### src/rtl/pipe_pkg.sv
// pipe_pkg: constants shared by the fetch and decode stages of the 5-stage LoongArch pipeline.
//   PC_W / INST_W / ADEF_W : field widths of the IF->ID bus {pc, inst, adef}
//   RESET_PC               : address of the first instruction fetched after reset
//   INST_NOP               : andi r0,r0,0, substituted for a faulting fetch
//   pc_misaligned()        : true when a fetch address is not word aligned
package pipe_pkg;

  localparam int PC_W   = 32;
  localparam int INST_W = 32;
  localparam int ADEF_W = 1;

  localparam logic [PC_W-1:0]   RESET_PC = 32'h1C00_0000;
  localparam logic [INST_W-1:0] INST_NOP = 32'h0340_0000;

  function automatic logic pc_misaligned(input logic [PC_W-1:0] pc);
    return pc[1:0] != 2'b00;
  endfunction

endpackage

### src/rtl/ifu_inst_buf.sv
// ifu_inst_buf: 1-entry skid buffer for the fetch stage.
// The synchronous SRAM only returns a word for one cycle. When decode stalls in
// that cycle, the word is copied here and presented until it is transferred or
// flushed by a redirect.
// Optional feature macro: IFU_ADEF_EN (adds the address-fault flag of the IF entry).
// Ports:
//   clk, resetn     clock, synchronous active-low reset
//   capture_i       copy sram_rdata_i into the buffer this cycle
//   flush_i         drop the buffered word (transfer or redirect); wins over capture
//   sram_rdata_i    SRAM read data of the current IF request
//   load_i          (IFU_ADEF_EN) a new fetch enters IF this cycle
//   load_adef_i     (IFU_ADEF_EN) fault flag of that new fetch
//   inst_o          instruction word of the IF entry
//   adef_o          (IFU_ADEF_EN) fault flag of the IF entry
module ifu_inst_buf
  import pipe_pkg::*;
#(
  parameter logic [INST_W-1:0] NOP_WORD = INST_NOP
) (
  input  logic              clk,
  input  logic              resetn,
  input  logic              capture_i,
  input  logic              flush_i,
  input  logic [INST_W-1:0] sram_rdata_i,
`ifdef IFU_ADEF_EN
  input  logic              load_i,
  input  logic              load_adef_i,
  output logic              adef_o,
`endif
  output logic [INST_W-1:0] inst_o
);

  logic              buf_valid_q, buf_valid_d;
  logic [INST_W-1:0] buf_q, buf_d;

  always_comb begin
    buf_valid_d = buf_valid_q;
    buf_d       = buf_q;
    if (flush_i) begin
      buf_valid_d = 1'b0;
    end else if (capture_i) begin
      buf_valid_d = 1'b1;
      buf_d       = sram_rdata_i;
    end
  end

  always_ff @(posedge clk) begin
    if (!resetn) buf_valid_q <= 1'b0;
    else         buf_valid_q <= buf_valid_d;
  end

  // NOTE: the payload has no reset; buf_valid_q qualifies it, and leaving it
  // unreset keeps the data path free of reset fan-out.
  always_ff @(posedge clk) begin
    buf_q <= buf_d;
  end

`ifdef IFU_ADEF_EN
  logic adef_q, adef_d;

  // Flag follows the IF entry: replaced on every fetch, held otherwise.
  always_comb begin
    adef_d = adef_q;
    if (load_i) adef_d = load_adef_i;
  end

  always_ff @(posedge clk) begin
    if (!resetn) adef_q <= 1'b0;
    else         adef_q <= adef_d;
  end

  assign adef_o = adef_q;
  assign inst_o = adef_q ? NOP_WORD : (buf_valid_q ? buf_q : sram_rdata_i);
`else
  assign inst_o = buf_valid_q ? buf_q : sram_rdata_i;
`endif

endmodule

### src/rtl/ifu_fetch_stage.sv
// ifu_fetch_stage: instruction-fetch stage of the 5-stage LoongArch pipeline.
// Holds the fetch PC, issues reads to the synchronous instruction SRAM and hands
// {pc, inst} to decode with a valid/allow_in handshake. Decode redirects replace
// the IF instruction. A stalled SRAM word is kept in ifu_inst_buf.
// Optional feature macro: IFU_ADEF_EN (misaligned fetch -> NOP with fault flag).
// Ports:
//   clk, resetn                     clock, synchronous active-low reset
//   inst_sram_en/we/addr/wdata      SRAM read request (we and wdata are tied to 0)
//   inst_sram_rdata                 SRAM data, valid the cycle after a request
//   IDU_allow_in                    decode accepts this cycle
//   IDU_br_taken_cancel/br_target   redirect pulse and its target address
//   IFU_to_IDU_valid/pc/inst        instruction toward decode
//   IFU_adef_to_IDU                 (IFU_ADEF_EN) fetch-address fault flag
// All outputs read 0 while resetn is low.
module ifu_fetch_stage
  import pipe_pkg::*;
#(
  parameter logic [PC_W-1:0]   FETCH_RESET_PC = RESET_PC,
  parameter logic [INST_W-1:0] FETCH_INST_NOP = INST_NOP
) (
  input  logic              clk,
  input  logic              resetn,
  output logic              inst_sram_en,
  output logic [3:0]        inst_sram_we,
  output logic [PC_W-1:0]   inst_sram_addr,
  output logic [INST_W-1:0] inst_sram_wdata,
  input  logic [INST_W-1:0] inst_sram_rdata,
  input  logic              IDU_allow_in,
  input  logic              IDU_br_taken_cancel,
  input  logic [PC_W-1:0]   IDU_br_target,
  output logic              IFU_to_IDU_valid,
  output logic [PC_W-1:0]   IFU_pc_to_IDU,
`ifdef IFU_ADEF_EN
  output logic              IFU_adef_to_IDU,
`endif
  output logic [INST_W-1:0] IFU_inst_to_IDU
);

  logic              if_valid_q, if_valid_d;
  logic [PC_W-1:0]   if_pc_q, if_pc_d;
  logic              rdata_fresh_q, rdata_fresh_d;

  logic [PC_W-1:0]   nextpc;
  logic              if_allow_in;
  logic              fetch_go;
  logic              sram_req;
  logic              to_idu_valid;
  logic              transfer;
  logic [INST_W-1:0] if_inst;

  // Pre-IF: a redirect replaces sequential fetch; +4 wraps at 32 bits.
  assign nextpc = IDU_br_taken_cancel ? IDU_br_target : if_pc_q + 32'd4;

  // A redirect discards the IF entry, so it never waits for decode.
  assign if_allow_in = !if_valid_q | IDU_allow_in | IDU_br_taken_cancel;
  assign fetch_go    = resetn & if_allow_in;

`ifdef IFU_ADEF_EN
  logic if_adef;
  logic nextpc_bad;
  // A misaligned fetch advances the stage but never touches the SRAM.
  assign nextpc_bad = pc_misaligned(nextpc);
  assign sram_req   = fetch_go & !nextpc_bad;
`else
  assign sram_req   = fetch_go;
`endif

  assign to_idu_valid = resetn & if_valid_q & !IDU_br_taken_cancel;
  assign transfer     = to_idu_valid & IDU_allow_in;

  // NOTE: defaults first, so every path assigns every _d signal and no latch
  // can be inferred.
  always_comb begin
    if_valid_d    = if_valid_q;
    if_pc_d       = if_pc_q;
    rdata_fresh_d = sram_req;   // rdata is only trusted the cycle after a real request
    if (fetch_go) begin
      if_valid_d = 1'b1;
      if_pc_d    = nextpc;
    end
  end

  // NOTE: state registers use non-blocking assignments so every flop samples
  // pre-edge values regardless of statement order.
  always_ff @(posedge clk) begin
    if (!resetn) begin
      if_valid_q    <= 1'b0;
      if_pc_q       <= FETCH_RESET_PC - 32'd4;
      rdata_fresh_q <= 1'b0;
    end else begin
      if_valid_q    <= if_valid_d;
      if_pc_q       <= if_pc_d;
      rdata_fresh_q <= rdata_fresh_d;
    end
  end

  // Capture only a word that has not been buffered yet and is about to vanish.
  // Flush wins, so a redirect in the capture cycle never keeps a wrong-path word.
  ifu_inst_buf #(
    .NOP_WORD     (FETCH_INST_NOP)
  ) u_inst_buf (
    .clk          (clk),
    .resetn       (resetn),
    .capture_i    (rdata_fresh_q & if_valid_q & !IDU_allow_in),
    .flush_i      (transfer | IDU_br_taken_cancel),
    .sram_rdata_i (inst_sram_rdata),
`ifdef IFU_ADEF_EN
    .load_i       (fetch_go),
    .load_adef_i  (nextpc_bad),
    .adef_o       (if_adef),
`endif
    .inst_o       (if_inst)
  );

  assign inst_sram_en     = sram_req;
  assign inst_sram_we     = 4'b0;
  assign inst_sram_addr   = resetn ? nextpc : '0;
  assign inst_sram_wdata  = '0;

  assign IFU_to_IDU_valid = to_idu_valid;
  assign IFU_pc_to_IDU    = resetn ? if_pc_q : '0;
  assign IFU_inst_to_IDU  = resetn ? if_inst : '0;
`ifdef IFU_ADEF_EN
  assign IFU_adef_to_IDU  = resetn & if_adef;
`endif

endmodule

### config.mk
export PLATFORM = sky130hd
export DESIGN_NAME = ifu_fetch_stage
export DESIGN_NICKNAME = d
export VERILOG_FILES = /design/src/rtl/pipe_pkg.sv /design/src/rtl/ifu_inst_buf.sv /design/src/rtl/ifu_fetch_stage.sv
export SDC_FILE = /design/constraint.sdc
export NUM_CORES = 1
export LEC_CHECK = 0
export BUFFER_PORTS_ARGS = -buffer_cell sky130_fd_sc_hd__buf_4
export CAP_MARGIN = 20
export CORE_ASPECT_RATIO = 1.1
export CORE_MARGIN = 4
export CORE_UTILIZATION = 45
export CTS_BUF_LIST = sky130_fd_sc_hd__clkbuf_2
export CTS_CLUSTER_DIAMETER = 200
export DETAILED_ROUTE_END_ITERATION = 6
export PLACE_DENSITY = 0.84
export SLEW_MARGIN = 20
export SYNTH_ARGS = -nofsm -noshare
export SYNTH_HDL_FRONTEND = slang
export SYNTH_SLANG_ARGS = --single-unit
### constraint.sdc
create_clock -name clk -period 5.8 [get_ports clk]
set_clock_uncertainty 0.2 [all_clocks]
set_input_delay 1.16 -clock clk [delete_from_list [all_inputs] [get_ports clk]]
set_output_delay 1.16 -clock clk [all_outputs]
set_load 0.01 [all_outputs]
# After elaboration in Yosys (flattened, before gate mapping)
# Index checks and enable logic that the tools add are counted.
# op_classes
add_sub_neg	1
n_mux	5
n_reduce_logical	5
n_bitwise	11
# ops
operator	count
two-way mux 32 bit	5
adder 32 x 3 -> 32 bit (second input constant)	1
bitwise AND 1 bit	6
logical NOT 1 bit	3
bitwise OR 1 bit	3
NOT 1 bit	2
AND reduction 2 bit	1
OR reduction 2 bit	1
# totals
regBits	67
in_bits	68

# Depth between registers and ports, before layout
# Gate-level depths: netlist of run 1.
# logic_depth
word_depth	6
depth_mapped	7
mapped_depth_nobuf	6

# Cells and area by module
# A second synthesis of run 1 with hierarchy kept.
# hier_totals
cells_unflattened	564
hier_area_um2	4968.5
# by_module_without_submodules
mod	cells_each	seq_area_each_um2	area_per_inst_um2	instances
ifu_fetch_stage	492	680.7	3429.5	1
ifu_inst_buf	72	980.9	1539.0	1

# Least setup slack after synthesis of run 1
# Ideal clock, no wire load.
# synth_path
path_type	input to output
startpoint	input port IDU_br_taken_cancel
endpoint	output port inst_sram_addr[2]
t_arrival_ns	2.268
path_buffers	3
path_slack_ns	2.172
required_ns	4.440
stages	5
cell_sequence	clkbuf_1 buf_1 clkbuf_1 nand2_1 a21oi_1
# synth_between
elab_chain_cells	2
# synth_rtl
item	line_no	rtl
from (decl)	ifu_fetch_stage.sv:29	input logic IDU_br_taken_cancel,
two-way mux 32 bit	ifu_fetch_stage.sv:52	assign nextpc = IDU_br_taken_cancel ? IDU_br_target : if_pc_q + 32'd4;
two-way mux 32 bit	ifu_fetch_stage.sv:117	assign inst_sram_addr = resetn ? nextpc : '0;
to (decl)	ifu_fetch_stage.sv:25	output logic [PC_W-1:0] inst_sram_addr,
# No other way between the ends.

# Worst setup path after layout of run 1
# layout_path
startpoint	input port IDU_br_taken_cancel
endpoint	output port inst_sram_addr[26]
# Same word-level chain as after synthesis.

==> results of run 1 <==
-- registers in the layout, summed over array words and instances (netlist names) --
name	count
if_pc_q	32
if_valid_q	1
rdata_fresh_q	1
u_inst_buf.buf_q	32
u_inst_buf.buf_valid_q	1
-- layer usage --
metal,vias up,share of wire (%)
li1,2123,-
met1,2001,43
met2,262,46
met3,34,8.7
met4,0,2.8
met5,-,0
-- cell families after synthesis --
kind of cell | synth area share [%]
buffers and inverters | 10.87
flip-flops | 35.91
AND/OR/NAND/NOR | 25.80
adder cells (fa/ha/maj) | 0.2704
XOR/XNOR | 7.950
AO/OA/AOI/OAI | 11.55
other | 0.08105
multiplexers | 7.572
-- power groups by stage --
stage | combinational, mW | clock [mW] | sequential [mW]
6_report | 0.389 | 0.222 | 0.555
5_1_grt | 0.425 | 0.247 | 0.558
4_1_cts | 0.388 | 0.227 | 0.553
2_1_floorplan | 0.266 | 0 | 0.542
3_5_place_dp | 0.386 | 0 | 0.564
3_3_place_gp | 0.378 | 0 | 0.562
-- how the worst max path moves through the flow --
stage | start | endpoint | slack, ns | cells after the start
5_1_grt | IDU_br_taken_cancel | inst_sram_addr[26] | 1.10 | 6
6_report | IDU_br_taken_cancel | inst_sram_addr[26] | 1.24 | 6
3_5_place_dp | IDU_br_taken_cancel | inst_sram_addr[26] | 1.28 | 6
4_1_cts | IDU_br_taken_cancel | inst_sram_addr[26] | 1.27 | 6
2_1_floorplan | IDU_br_taken_cancel | inst_sram_addr[2] | 2.17 | 5
3_3_place_gp | IDU_br_taken_cancel | inst_sram_addr[31] | 1.39 | 6
-- cell usage after synthesis, types with 19 or more instances --
master    instances  share of area [%]
clkbuf_1         31                2.5
o21ai_0          19                2.1
nor2_1           56                4.5
buf_4            36                5.8
nand2b_1         21                2.8
a21oi_1          35                3.8
and2_1           28                3.8
xnor2_1          24                4.5
edfxtp_1         32                 21
dfxtp_1          35                 15
mux2i_1          35                7.6
nand2_1          49                4.0
-- worst min-delay path: stages (launching register included) --
cell      delay [ns]
dfxtp_1         0.34
a21oi_1         0.14
a211oi_1        0.05
-- per-stage QoR --
step                total power, mW  hold WS (ns)  setup WS (ns)
floorplan                    0.8080        0.2664          2.172
global placement             0.9399        0.2915          1.386
detailed placement           0.9500        0.3128          1.283
CTS                           1.169        0.3446          1.271
global route                  1.230        0.3863          1.096
finish                        1.165        0.3436          1.239
-- placed cells by master (no fill, tap or decap), types with 14 or more instances in the layout --
cell type | synthesis | routed
edfxtp_1 | 32 | 32
o21ai_0 | 19 | 19
mux2i_1 | 35 | 35
xor2_1 | 18 | 18
nand4_1 | 14 | 14
xnor2_1 | 24 | 24
and2_1 | 28 | 28
dfxtp_1 | 35 | 34
nor2_1 | 56 | 56
nand2b_1 | 21 | 21
buf_4 | 36 | 171
conb_1 | 1 | 36
nand3_1 | 18 | 18
a21oi_1 | 35 | 35
nand2_1 | 49 | 49
-- cell type report --
class	instances	area, sq um	share of cell area, %
multi-input cells	429	2594	44.58
flip-flops and latches	67	1663	28.58
repair buffers	171	1284	22.06
well taps	120	150.1	2.581
clock buffers	10	50.05	0.8602
inverters	12	45.04	0.7742
clock inverters	6	32.53	0.5591
==> flow_summary.yaml, run 1 <==
status:
  status: "complete, no violations"
finish:
  n_fill_cell: 874
  layout.nets: 759
  layout-drive-gt1-share_pct: 28.35
  fin_cells: 815
  fin_area_sq_um: 5818
  antenna_cells: 0
  final_util_pct: 58.55
  area_growth_pct: 25.74
power:
  pwr-share-comb_pct: 33.4
  pwr-share-seq_pct: 47.6
  irDropWorstVdd_mv: 0.08145
  p_clk_share_pct: 19.0
  p_sw_mw: 0.4157
  p_leak_nw: 2.535
  p_int_mw: 0.7493
  power-per-cell-area_nw_per_um2: 200.2
  switching_share_pct: 35.68
route:
  routed_wl_microns: 13160
  routed_via_density: 5.423
  firstDrtPassIters: 5
  dr.first_iter.drc_count: 424
  antenna_left: 0
  routedWlPerCell_microns: 16.14
  vias: 4420
  drc: 0
yosys:
  avgSynthCellArea_sq_um: 8.337
  synthArstFlopShare_pct: 0
  ys_warn_count: 0
  syn-instance-count: 555
  synth-edff-count: 32
  syn_area_sq_um: 4627
  synth-main-ff-cell: "dfxtp_1"
  ys_seq_elements: 67
  post_synth_num_cell_types: 53
  yosysSeqAreaShare_pct: 35.91
worst_setup_path:
  cp_top_family: "buffers and inverters"
  end_kind: "output port"
  cp_cell_sequence: "buf_4 > clkinv_1 > buf_4 > o21ai_0 > a21oi_1 > buf_4"
  reg2reg_depth: 5
  cp_slowest_stage_delay_ns: 0.64
  reg2reg_to: "if_pc_q[27]$_SDFFE_PN1P_"
  arrival_ns: 3.20
  path_common_cell: "buf_4"
  required_ns: 4.44
  start_kind: "primary input"
  crit_fanout: 49
  path_buf_inv: 4
  path_class: "in -> out"
  ff2ff_setup_slack_ns: 3.28
  rr_startpoint: "if_pc_q[5]$_SDFFE_PN1P_"
  cp_slowest_cell: "clkinv_1"
hold_path:
  min_from: "rdata_fresh_q$_SDFF_PN0_"
  min_delay_worst_endpoint: "u_inst_buf.buf_valid_q$_SDFFE_PP0P_"
  hold_depth: 2
  hold_path_class: "reg -> reg"
cts:
  cts_setup_buffers: 0
  root_buffer: "clkbuf_2"
  ctsHoldBuffers: 0
  cts_sinks: 67
  cts_resized: 0
  cts_tree: "done"
  cts_max_path_buffers: 2
  insertion_delay_ns: 0.50
  clk_pin_slew_ns: 0.16
  htree_levels: 3
  cts_made_buffers: 9
floorplanning:
  die_h_microns: 114.4
  fp.dieW_microns: 104.7
  core-area_sq_um: 9937
  start_util_pct: 46.56
  ios: 202
  dieArea_sq_um: 11970
  std_cell_rows: 38
timing:
  layout_min_cycle_time_ns: 4.561
  setup_violations: 0
  tns_ns: 0
  clock.fmax_mhz: 219.3
  slew_headroom_pct: 35.85
  drv_slew: 0
  rsz0062_at_grt: "false"
  hold_viol_final: 0
  worst_slew_pin_slew_ns: 0.9623
  min_period_over_period_pct: 78.63
global_routing:
  track_usage_pct: 20.94
  met3_usage_pct: 4.399
  grt_pass1_vias: 4074
  grtUsageMet1_pct: 26.92
  grt_max_degree: 75
  antenna_found_initial: 0
  top_usage_layer: "met2"
  overflow: 0
  met2_usage_pct: 33.98
  grt_pass1_wl_microns: 20310
job:
  drv_cap: 0
placed_design:
  placed_cell_area_sq_um: 5736
  hpwlAfterDp_microns: 10040
  dp.cells: 799
  place.gp.congestion: 0.8274
  port_buffers: 165
Power figures use the tool's default switching activity.
==> run 2, diff against run 1 <==
==> constraint.sdc (replaced) <==
create_clock -name clk -period 4.3 [get_ports clk]
set_clock_uncertainty 0.2 [all_clocks]
set_input_delay 0.86 -clock clk [delete_from_list [all_inputs] [get_ports clk]]
set_output_delay 0.86 -clock clk [all_outputs]
set_load 0.01 [all_outputs]
==> flow_summary.yaml, run 2 (same netlist as run 1, synthesis figures left out) <==
cts:
  cts_max_path_buffers: 2
  cts_tree: "done"
  cts_made_buffers: 9
  cts_setup_buffers: 0
  ctsHoldBuffers: 0
  cts_sinks: 67
  insertion_delay_ns: 0.52
  htree_levels: 3
  root_buffer: "clkbuf_2"
  cts_resized: 0
  clk_pin_slew_ns: 0.21
worst_setup_path:
  cp_cell_sequence: "nand3_2 > or3_1 > or4_4 > xnor2_1 > a21oi_1 > buf_4"
  end_kind: "output port"
  path_buf_inv: 1
  reg2reg_to: "if_pc_q[27]$_SDFFE_PN1P_"
  ff2ff_setup_slack_ns: 1.78
  arrival_ns: 2.78
  reg2reg_depth: 5
  cp_slowest_stage_delay_ns: 0.56
  start_kind: "register"
  rr_startpoint: "if_pc_q[5]$_SDFFE_PN1P_"
  crit_fanout: 10
  required_ns: 3.24
  cp_slowest_cell: "or4_4"
  cp_top_family: "simple AND/OR/NAND/NOR gates"
  path_class: "reg -> out"
timing:
  min_period_over_period_pct: 89.35
  slew_headroom_pct: 36.97
  clock.fmax_mhz: 260.3
  rsz0062_at_grt: "false"
  drv_slew: 0
  layout_min_cycle_time_ns: 3.842
  tns_ns: 0
  hold_viol_final: 0
  setup_violations: 0
  worst_slew_pin_slew_ns: 0.9454
  fin_ws_ns: 0.4579
floorplanning:
  ios: 202
  dieArea_sq_um: 11970
  die_h_microns: 114.4
  start_util_pct: 46.56
  fp.dieW_microns: 104.7
  std_cell_rows: 38
  core-area_sq_um: 9937
power:
  p_leak_nw: 2.548
  p_sw_mw: 0.5735
  irDropWorstVdd_mv: 0.1176
  power-per-cell-area_nw_per_um2: 281.1
  p_int_mw: 1.071
  pwr-share-seq_pct: 45.3
  switching_share_pct: 34.88
  p_clk_share_pct: 22.6
  pwr-share-comb_pct: 32.1
route:
  routed_wl_microns: 13010
  vias: 4228
  dr.first_iter.drc_count: 288
  routed_via_density: 5.188
  routedWlPerCell_microns: 15.96
  firstDrtPassIters: 5
  drc: 0
  antenna_left: 0
finish:
  layout.nets: 759
  area_growth_pct: 26.39
  fin_cells: 815
  top_regs: "if_pc_q (32), u_inst_buf.buf_q (32)"
  final_common_cell: "buf_4"
  antenna_cells: 0
  layout-drive-gt1-share_pct: 28.49
  layout_common_cells: "buf_4, nor2_1, nand2_1"
  n_fill_cell: 880
job:
  drv_cap: 0
global_routing:
  track_usage_pct: 21.13
  grt_pass1_wl_microns: 20510
  overflow: 0
  grt_pass1_vias: 4028
  antenna_found_initial: 0
  grt_max_degree: 77
hold_path:
  min_delay_worst_endpoint: "u_inst_buf.buf_q[29]$_DFFE_PP_"
  hold_path_class: "in -> reg"
  hold_depth: 1
  min_from: "inst_sram_rdata[29]"
placed_design:
  dp.cells: 799
  hpwlAfterDp_microns: 9791
  port_buffers: 165
  dp_slack_ns: 1.009
  place.gp.congestion: 0.8784
status:
  status: "complete, no violations"
## run 2: changes by cell type in the layout (fill, tap and decap cells not counted)
cell	previous run	this run
clkinv_1	4	3
inv_6	0	1
bufinv_16	0	1
clkbuf_2	10	9
## run 2: area by class of cell
type / instances / area [sq um] / area share [%]
sequential: 67 / 1663 / 28.43
timing repair buffer: 171 / 1284 / 21.95
inverter: 12 / 45.04 / 0.7702
multi-input combinational: 429 / 2594 / 44.35
clock inverter: 7 / 67.56 / 1.155
clock buffer: 9 / 45.04 / 0.7702
tap: 120 / 150.1 / 2.567
## run 2: power by group through the flow
stage                     sequential, mW  combinational (mW)  clock (mW)
after global routing               0.750               0.579       0.411
final                              0.745               0.528       0.371
after floorplan                    0.731               0.359           0
after global placement             0.756               0.516           0
after CTS                          0.744               0.529       0.385
after detailed placement           0.757               0.525           0
## run 2: how the worst max path moves through the flow
stage                              from                  to  slack (ns)  cells after the start
2_1_floorplan       IDU_br_taken_cancel   inst_sram_addr[2]        1.27                      5
3_3_place_gp        IDU_br_taken_cancel  inst_sram_addr[29]        1.05                      6
3_5_place_dp        IDU_br_taken_cancel  inst_sram_addr[29]        1.01                      6
4_1_cts        if_pc_q[15]$_SDFFE_PN1P_  inst_sram_addr[27]        0.43                      6
5_1_grt         if_pc_q[8]$_SDFFE_PN1P_  inst_sram_addr[27]        0.27                      6
6_report        if_pc_q[8]$_SDFFE_PN1P_  inst_sram_addr[27]        0.46                      6
## run 2: worst reg2reg max path: stages, from the launching register on
cell,delay [ns]
dfxtp_1,0.52
nand3_2,0.23
nor4_2,0.56
nand3_1,0.34
or4_1,0.49
o211a_1,0.12
## run 2: stage by stage
step           total power, mW  instance area [sq um]  hold slack (ns)  utilization, %
2_1_floorplan            1.090                   4758           0.2664               -
3_3_place_gp             1.272                   5736           0.2940           57.72
3_5_place_dp             1.283                   5736           0.3081           57.72
4_1_cts                  1.658                   5848           0.2771           58.85
5_1_grt                  1.741                   5848           0.2676           58.85
6_report                 1.644                   5848           0.3128           58.85
## run 2: routing by layer
metal,global-route usage (%),up-vias,wire [microns]
met5,0,-,0
li1,-,2109,-
met4,6.124,0,200
met3,4.681,21,1125
met1,27.75,1870,5497
met2,35.23,228,6182
==> run 3, diff against run 2 <==
--- a/config.mk
+++ b/config.mk
@@ -9,11 +9,11 @@
 export CAP_MARGIN = 20
 export CORE_ASPECT_RATIO = 1.1
 export CORE_MARGIN = 4
-export CORE_UTILIZATION = 45
+export CORE_UTILIZATION = 40
 export CTS_BUF_LIST = sky130_fd_sc_hd__clkbuf_2
 export CTS_CLUSTER_DIAMETER = 200
 export DETAILED_ROUTE_END_ITERATION = 6
-export PLACE_DENSITY = 0.84
+export PLACE_DENSITY = 0.77
 export SLEW_MARGIN = 20
 export SYNTH_ARGS = -nofsm -noshare
 export SYNTH_HDL_FRONTEND = slang
==> flow_summary.yaml, run 3 (same netlist as run 1, synthesis figures left out) <==
status:
  status: "complete, no violations"
worst_setup_path:
  cp_slowest_cell: "nor2_1"
  path_class: "reg -> out"
  required_ns: 3.24
  crit_fanout: 11
  cp_cell_sequence: "nand3_2 > nor2_1 > nand4_1 > xor2_1 > a21oi_1 > buf_4"
  path_buf_inv: 1
  cp_top_family: "simple AND/OR/NAND/NOR gates"
  arrival_ns: 2.84
  end_kind: "output port"
  cp_slowest_stage_delay_ns: 0.66
  start_kind: "register"
cts:
  htree_levels: 3
  ctsHoldBuffers: 0
  cts_tree: "done"
  root_buffer: "clkbuf_2"
  cts_sinks: 67
  cts_resized: 0
  insertion_delay_ns: 0.53
  cts_max_path_buffers: 2
  clk_pin_slew_ns: 0.22
  cts_made_buffers: 9
  cts_setup_buffers: 0
floorplanning:
  dieArea_sq_um: 13350
  fp.dieW_microns: 110.5
  start_util_pct: 41.64
  die_h_microns: 120.8
  ios: 202
  core-area_sq_um: 11110
  std_cell_rows: 40
timing:
  slew_headroom_pct: 32.40
  layout_min_cycle_time_ns: 3.895
  clock.fmax_mhz: 256.7
  rsz0062_at_grt: "false"
  setup_violations: 0
  hold_viol_final: 0
  tns_ns: 0
  min_period_over_period_pct: 90.58
  hold-worst-slack_ns: 0.2915
  drv_slew: 0
  worst_slew_pin_slew_ns: 1.014
finish:
  layout_common_cells: "buf_4, nor2_1, nand2_1"
  n_fill_cell: 1034
  final_common_cell: "buf_4"
  fin_cells: 841
  layout-drive-gt1-share_pct: 28.53
  area_growth_pct: 26.99
  top_regs: "if_pc_q (32), u_inst_buf.buf_q (32)"
  layout.nets: 758
  antenna_cells: 0
placed_design:
  dp.cells: 825
  hpwlAfterDp_microns: 9870
  port_buffers: 165
  place.gp.congestion: 0.8440
route:
  antenna_left: 0
  routedWlPerCell_microns: 15.78
  vias: 4263
  firstDrtPassIters: 4
  routed_via_density: 5.069
  drc: 0
  routed_wl_microns: 13270
  dr.first_iter.drc_count: 429
global_routing:
  antenna_found_initial: 0
  grt_max_degree: 69
  overflow: 0
  grt_pass1_wl_microns: 21160
  track_usage_pct: 19.28
  grt_pass1_vias: 4205
power:
  pwr-share-comb_pct: 31.9
  switching_share_pct: 34.97
  p_sw_mw: 0.5755
  p_int_mw: 1.070
  pwr-share-seq_pct: 45.3
  p_leak_nw: 2.550
  power-per-cell-area_nw_per_um2: 280.1
  irDropWorstVdd_mv: 0.1217
  p_clk_share_pct: 22.8
hold_path:
  hold_path_class: "in -> reg"
job:
  drv_cap: 0
## run 3: cell types whose count changed in the layout (fill, tap and decap cells not counted), sizes merged
cell and delta:
buf -1, clkinv +1, clkinvlp -1
## run 3: per-stage QoR
stage / total power [mW] / cell area (sq um) / setup WS, ns / util [%]
final: 1.646 / 5876 / 0.4050 / 52.88
after global routing: 1.745 / 5876 / 0.2464 / 52.88
after CTS: 1.660 / 5876 / 0.3908 / 52.88
after detailed placement: 1.282 / 5762 / 0.9590 / 51.86
after global placement: 1.271 / 5762 / 1.066 / 51.86
after floorplan: 1.090 / 4758 / 1.272 / -
## run 3: final cells by class
cell class / instances / area [sq um] / share of cell area (%)
tap: 147 / 183.9 / 3.130
multi-input combinational: 429 / 2594 / 44.14
clock buffer: 9 / 45.04 / 0.7666
sequential: 67 / 1663 / 28.30
timing repair buffer: 170 / 1276 / 21.72
clock inverter: 7 / 68.82 / 1.171
inverter: 12 / 45.04 / 0.7666
## run 3: power groups by stage
| stage | sequential, mW | clock, mW | combinational (mW) |
|---|---|---|---|
| floorplan | 0.731 | 0 | 0.359 |
| global placement | 0.756 | 0 | 0.515 |
| detailed placement | 0.759 | 0 | 0.523 |
| CTS | 0.745 | 0.389 | 0.527 |
| global route | 0.750 | 0.418 | 0.577 |
| finish | 0.746 | 0.375 | 0.525 |
## run 3: path summary, 6_finish.rpt
check | startpoint | endpoint | slack [ns] | cells past startpoint
worst min register to register | if_valid_q$_SDFFE_PN0P_ | u_inst_buf.buf_valid_q$_SDFFE_PP0P_ | 0.33 | 1
worst max register to register | if_pc_q[2]$_SDFFE_PN1P_ | if_pc_q[16]$_SDFFE_PN1P_ | 1.86 | 6
worst max-delay path | if_pc_q[5]$_SDFFE_PN1P_ | inst_sram_addr[17] | 0.40 | 6
worst min-delay path | inst_sram_rdata[9] | u_inst_buf.buf_q[9]$_DFFE_PP_ | 0.29 | 1
## run 3: worst register-to-register path: cells and delay by family, from the launching register on
kind,cells,cell delay [ns]
simple gates,4,1.25
flops,1,0.48
compound gates,1,0.16
fa+ha+maj,1,0.31
## run 3: routing by layer
| layer | GRT usage (%) | part of all wire [%] | vias to the layer above |
|---|---|---|---|
| li1 | - | - | 2114 |
| met1 | 24.38 | 43 | 1957 |
| met2 | 32.09 | 49 | 175 |
| met3 | 5.105 | 6.8 | 17 |
| met4 | 6.313 | 1.7 | 0 |
| met5 | 0 | 0 | - |
